**config.mk**
```make
export PLATFORM = sky130hd
export DESIGN_NAME = fifo_burst_reader
export DESIGN_NICKNAME = d
export VERILOG_FILES = /design/src/rtl/fifo_burst_reader.sv
export SDC_FILE = /design/constraint.sdc
export NUM_CORES = 1
export LEC_CHECK = 0
export ABC_CLOCK_PERIOD_IN_PS = 3300
export CAP_MARGIN = 15
export CORE_UTILIZATION = 54
export DETAILED_ROUTE_END_ITERATION = 7
export PLACE_DENSITY = 0.83
export SYNTH_ARGS = -nofsm -noshare
export SYNTH_HDL_FRONTEND = slang
export SYNTH_SLANG_ARGS = --single-unit
```
**constraint.sdc**
```tcl
create_clock -name clk -period 3.3 [get_ports clk]
set_clock_uncertainty 0.1 [all_clocks]
set_input_delay 0.66 -clock clk [delete_from_list [all_inputs] [get_ports clk]]
set_output_delay 0.66 -clock clk [all_outputs]
set_load 0.02 [all_outputs]
```
**src/rtl/fifo_burst_reader.sv**
```systemverilog
// fifo_burst_reader: pop-side burst master for the fifo push/pop interface.
// Reads exactly `len` words and presents them on a valid/ready stream. A
// 3-entry skid buffer covers the fifo's one-cycle read latency so the burst
// can run at one word per cycle. fifo_pop depends only on registered state and
// fifo_empty, never on m_ready.
module fifo_burst_reader #(
    parameter int unsigned WIDTH = 32,
    parameter int unsigned LEN_W = 8
) (
    input  logic             clk,
    input  logic             reset_n,
    input  logic             start,
    input  logic [LEN_W-1:0] len,
    output logic             busy,
    output logic             done,
    input  logic             fifo_empty,
    input  logic             fifo_error,
    input  logic [WIDTH-1:0] fifo_data_out,
    output logic             fifo_pop,
    output logic             m_valid,
    output logic [WIDTH-1:0] m_data,
    input  logic             m_ready,
    output logic [LEN_W-1:0] words_read,
    output logic             err_sticky
);

    typedef enum logic [1:0] {StIdle, StRead, StFlush, StDone} state_e;

    state_e           r_state, w_state_d;
    logic [LEN_W-1:0] r_remaining, w_remaining_d;
    logic [LEN_W-1:0] r_words_read, w_words_read_d;
    logic             r_err, w_err_d;
    logic             r_in_flight;
    logic [1:0]       r_occ, w_occ_d;
    logic [WIDTH-1:0] r_buf [3];
    logic [WIDTH-1:0] w_buf_d [3];

    logic             w_pop;
    logic             w_xfer;
    logic             w_cap;
    logic             w_busy;
    logic [2:0]       w_pending;
    logic [1:0]       w_wr_idx;

    // Buffered plus in-flight words; a new pop must still fit in 3 entries.
    assign w_pending = {1'b0, r_occ} + {2'b00, r_in_flight};
    assign w_pop     = (r_state == StRead) && !fifo_empty && (r_remaining != '0) &&
                       (w_pending <= 3'd2);
    assign w_xfer    = (r_occ != 2'd0) && m_ready;
    assign w_cap     = r_in_flight;
    // Capture lands behind the surviving entries after any same-cycle shift.
    assign w_wr_idx  = r_occ - {1'b0, w_xfer};
    assign w_busy    = (r_state == StRead) || (r_state == StFlush);

    assign busy       = w_busy;
    assign done       = (r_state == StDone);
    assign fifo_pop   = w_pop;
    assign m_valid    = (r_occ != 2'd0);
    assign m_data     = r_buf[0];
    assign words_read = r_words_read;
    assign err_sticky = r_err;

    // Next-state logic for the burst FSM and its counters.
    always_comb begin
        w_state_d      = r_state;
        w_remaining_d  = r_remaining;
        w_words_read_d = r_words_read;
        w_err_d        = r_err;

        if (w_xfer) begin
            w_words_read_d = r_words_read + LEN_W'(1);
        end
        if (w_busy && fifo_error) begin
            w_err_d = 1'b1;
        end

        unique case (r_state)
            StIdle: begin
                if (start) begin
                    w_words_read_d = '0;
                    w_err_d        = 1'b0;
                    if (len != '0) begin
                        w_state_d     = StRead;
                        w_remaining_d = len;
                    end else begin
                        w_state_d = StDone;
                    end
                end
            end
            StRead: begin
                if (w_pop) begin
                    w_remaining_d = r_remaining - LEN_W'(1);
                    if (r_remaining == LEN_W'(1)) begin
                        w_state_d = StFlush;
                    end
                end
            end
            StFlush: begin
                if (!r_in_flight && (r_occ == 2'd0)) begin
                    w_state_d = StDone;
                end
            end
            StDone: begin
                w_state_d = StIdle;
            end
            default: begin
                w_state_d = StIdle;
            end
        endcase
    end

    // Skid buffer next state: shift out on transfer, append on capture.
    always_comb begin
        w_buf_d = r_buf;
        w_occ_d = r_occ;

        if (w_xfer) begin
            w_buf_d[0] = r_buf[1];
            w_buf_d[1] = r_buf[2];
        end
        if (w_cap) begin
            for (int i = 0; i < 3; i++) begin
                if (w_wr_idx == 2'(i)) begin
                    w_buf_d[i] = fifo_data_out;
                end
            end
        end

        case ({w_cap, w_xfer})
            2'b10:   w_occ_d = r_occ + 2'd1;
            2'b01:   w_occ_d = r_occ - 2'd1;
            default: w_occ_d = r_occ;
        endcase
    end

    // Control state registers.
    always_ff @(posedge clk or negedge reset_n) begin
        if (!reset_n) begin
            r_state      <= StIdle;
            r_remaining  <= '0;
            r_words_read <= '0;
            r_err        <= 1'b0;
            r_in_flight  <= 1'b0;
            r_occ        <= 2'd0;
        end else begin
            r_state      <= w_state_d;
            r_remaining  <= w_remaining_d;
            r_words_read <= w_words_read_d;
            r_err        <= w_err_d;
            r_in_flight  <= w_pop;
            r_occ        <= w_occ_d;
        end
    end

    // Skid buffer data registers; cleared so m_data reads 0 out of reset.
    always_ff @(posedge clk or negedge reset_n) begin
        if (!reset_n) begin
            for (int i = 0; i < 3; i++) begin
                r_buf[i] <= '0;
            end
        end else begin
            r_buf <= w_buf_d;
        end
    end

endmodule

```
==> impl_metrics.json <==
{
  "crit_chain": "ha_1 -> inv_1 -> ha_1 -> nor3b_1 -> o21bai_1 -> or2_1 -> nor2_1 -> clkbuf_2",
  "wl_met2_um": 6060,
  "fin_area_um2": 7240,
  "hold_class": "input pin to async pin",
  "grt_max_degree": 68,
  "first_pass_iters": 4,
  "highest-signal-layer": "met4",
  "synth_nets": 595,
  "num_vias": 4090,
  "fin_ws_ns": 0.180,
  "synth_cell_types": 48,
  "max_freq_mhz": 321,
  "final-hold-violation-count": 0,
  "syn_avg_cell_area_um2": 10.8,
  "die_h_um": 105,
  "wl_per_cell_um": 16.3,
  "layout-drive-gt1-share": 0.135,
  "period_minus_slack_ns": 3.12,
  "grt_pass1_vias": 4335,
  "finalSetupTns_ns": 0,
  "worst-endpoint-arrival_ns": 2.36,
  "r2r-end": "r_remaining[7]",
  "worstSetupPathType": "register to primary output",
  "coreArea_um2": 10300,
  "cp.required_ns": 2.54,
  "cts_made_buffers": 17,
  "ios": 91,
  "finalCritPeriodShare": 0.945,
  "cap_violations": 0,
  "htreeDepth": 4,
  "setup_viol": 0,
  "critical_path_buf_inv_count": 2,
  "rows": 37,
  "cpMostUsedCell": "ha_1",
  "r2r_start": "r_occ[0]",
  "grt_usage": 0.239,
  "cts-root-buf": "clkbuf_8",
  "synth-main-ff-cell": "dfrtp_1",
  "startpoint_type": "register",
  "clock-sinks": 118,
  "reg2reg_slack_ns": 0.56,
  "grt_overflow_total": 0,
  "start_util": 0.558,
  "die_x_um": 105,
  "final_nets": 657,
  "drc": 0,
  "ir_drop_v": 0.000495,
  "synth_area_um2": 5760,
  "port_buffers": 90,
  "cpMaxStageDelayCell": "dfrtp_1",
  "antenna_found_initial": 0,
  "ys_warn_count": 0,
  "yosysSeqAreaShare": 0.513,
  "critPathTopFamily": "simple AND/OR/NAND/NOR gates",
  "floorplan.die_area_um2": 11100,
  "diodes": 0,
  "clk_pin_slew_ns": 0.05,
  "power.density_nw_per_um2": 980,
  "leakagePower_nw": 3.12,
  "placed_area_um2": 6630,
  "routed_wl_um": 12100,
  "insertion_delay_ns": 0.53,
  "synth-edff-count": 0,
  "outcome": "finished, final reports clean",
  "pre_cts_ws_ns": 0.292,
  "ant_nets": 0,
  "drtIter0Drc": 141,
  "area_growth_syn_to_layout_pct": 25.7,
  "cts_tree": "done",
  "worst-path-max-fanout": 4,
  "syn_inst": 535,
  "grt_setup_unrepaired": "no",
  "rr_worst_depth": 9,
  "dr_wl_met3_um": 525,
  "slowest_delay_ns": 0.42,
  "place_congestion": 0.869,
  "hpwl_um": 7890,
  "relSlewSlack": 0.429,
  "async_reset_ff_frac": 1.00,
  "slew_violations": 0,
  "drt-vias-per-instance": 5.50,
  "tightest_slew_ns": 0.857,
  "critPathCaptureType": "primary output",
  "fin_util": 0.701,
  "grt_pass1_wl_um": 20600,
  "ys_ff_latch": 118,
  "drt-met1-wl_um": 5370,
  "clockBufferDepth": 2
}
## kinds of logic (layout without fill, tap and decap cells)
| group | count (synthesis) | in the layout | synth area share |
|---|---|---|---|
| fa+ha+maj | 14 | 14 | 0.0304 |
| flops | 118 | 118 | 0.513 |
| compound gates | 96 | 96 | 0.0943 |
| mux | 99 | 99 | 0.179 |
| xor+xnor | 10 | 10 | 0.0152 |
| simple gates | 123 | 123 | 0.0961 |
| buf+inv | 75 | 148 | 0.0717 |
## power breakdown
group	switching, W	total [W]	internal (W)	leakage (nW)
logic	0.00139	0.00268	0.00129	1.35
clock network	0.000627	0.00190	0.00127	0.296
registers	0.000412	0.00251	0.00210	1.48
## synth_stat cells, types with 2 or more instances
| library cell | instances | area (um2) |
|---|---|---|
| mux2_1 | 3 | 33.8 |
| buf_4 | 32 | 240 |
| and2_1 | 3 | 18.8 |
| nor2_1 | 13 | 48.8 |
| o21ai_0 | 66 | 330 |
| nand3_1 | 7 | 35.0 |
| or4_1 | 3 | 22.5 |
| nand4_1 | 4 | 25.0 |
| a22o_1 | 2 | 17.5 |
| clkbuf_1 | 17 | 63.8 |
| inv_1 | 15 | 56.3 |
| o31ai_1 | 2 | 15.0 |
| mux2_2 | 30 | 338 |
| nand2_1 | 78 | 293 |
| nor3_1 | 3 | 15.0 |
| a221o_1 | 2 | 20.0 |
| o22ai_1 | 3 | 18.8 |
| o2bb2ai_1 | 2 | 17.5 |
| buf_2 | 9 | 45.0 |
| xor2_1 | 5 | 43.8 |
| ha_1 | 14 | 175 |
| a21oi_1 | 10 | 50.1 |
| mux2i_1 | 66 | 661 |
| xnor2_1 | 5 | 43.8 |
| dfrtp_1 | 118 | 2950 |
## layer usage
layer / global-route usage / up-vias
met2: 0.401 / 89
met4: 0.0926 / 0
met3: 0.0637 / 16
li1: - / 1960
met1: 0.296 / 2025
met5: 0 / -
## what timing repair did
| item | CTS | global route |
|---|---|---|
| buffers inserted | 0 | 0 |
| setup endpoints to repair | 1 | 1 |
| hold buffers | 0 | 0 |
| gates resized for setup | 1 | 2 |
## worst max path at each step
stage | slack (ns) | cells past startpoint | endpoint | start
after floorplan | 0.30 | 12 | r_buf[0] | r_occ[0]
after global routing | 0.005 | 8 | fifo_pop | r_occ[0]
after CTS | 0.01 | 8 | fifo_pop | r_occ[0]
after global placement | 0.30 | 5 | fifo_pop | fifo_empty
final | 0.18 | 8 | fifo_pop | r_occ[0]
after detailed placement | 0.29 | 5 | fifo_pop | fifo_empty
## stage by stage
step	cells	power (W)	hold slack, ns
after floorplan	535	0.00441	0.264
after global placement	714	0.00505	0.367
after detailed placement	714	0.00520	0.379
after CTS	744	0.00714	0.161
after global routing	744	0.00752	0.209
final	744	0.00709	0.132
## layout make-up
class | count | area, um2
clock buffer | 21 | 459
clock inverter | 9 | 150
fill | 733 | 3090
inverter | 16 | 61.3
multi-input combinational | 342 | 2410
sequential | 118 | 2950
tap | 136 | 170
timing repair buffer | 102 | 1030
## registers in the layout (all words and copies together), names as in the netlist
name         flops
r_state          2
r_occ            2
r_remaining      8
r_buf           64
m_data          32
err_sticky       1
r_in_flight      1
words_read       8
## layout by cell type (no fill, tap or decap), types with 10 or more instances in the layout
| cell type | netlist | layout |
|---|---|---|
| nand2_1 | 78 | 78 |
| clkbuf_16 | 0 | 16 |
| clkdlybuf4s50_1 | 0 | 88 |
| dfrtp_1 | 118 | 118 |
| mux2_2 | 30 | 30 |
| inv_1 | 15 | 15 |
| o21ai_0 | 66 | 66 |
| a21oi_1 | 10 | 10 |
| nor2_1 | 13 | 12 |
| ha_1 | 14 | 14 |
| mux2i_1 | 66 | 66 |
(Power assumes the default switching activity.)
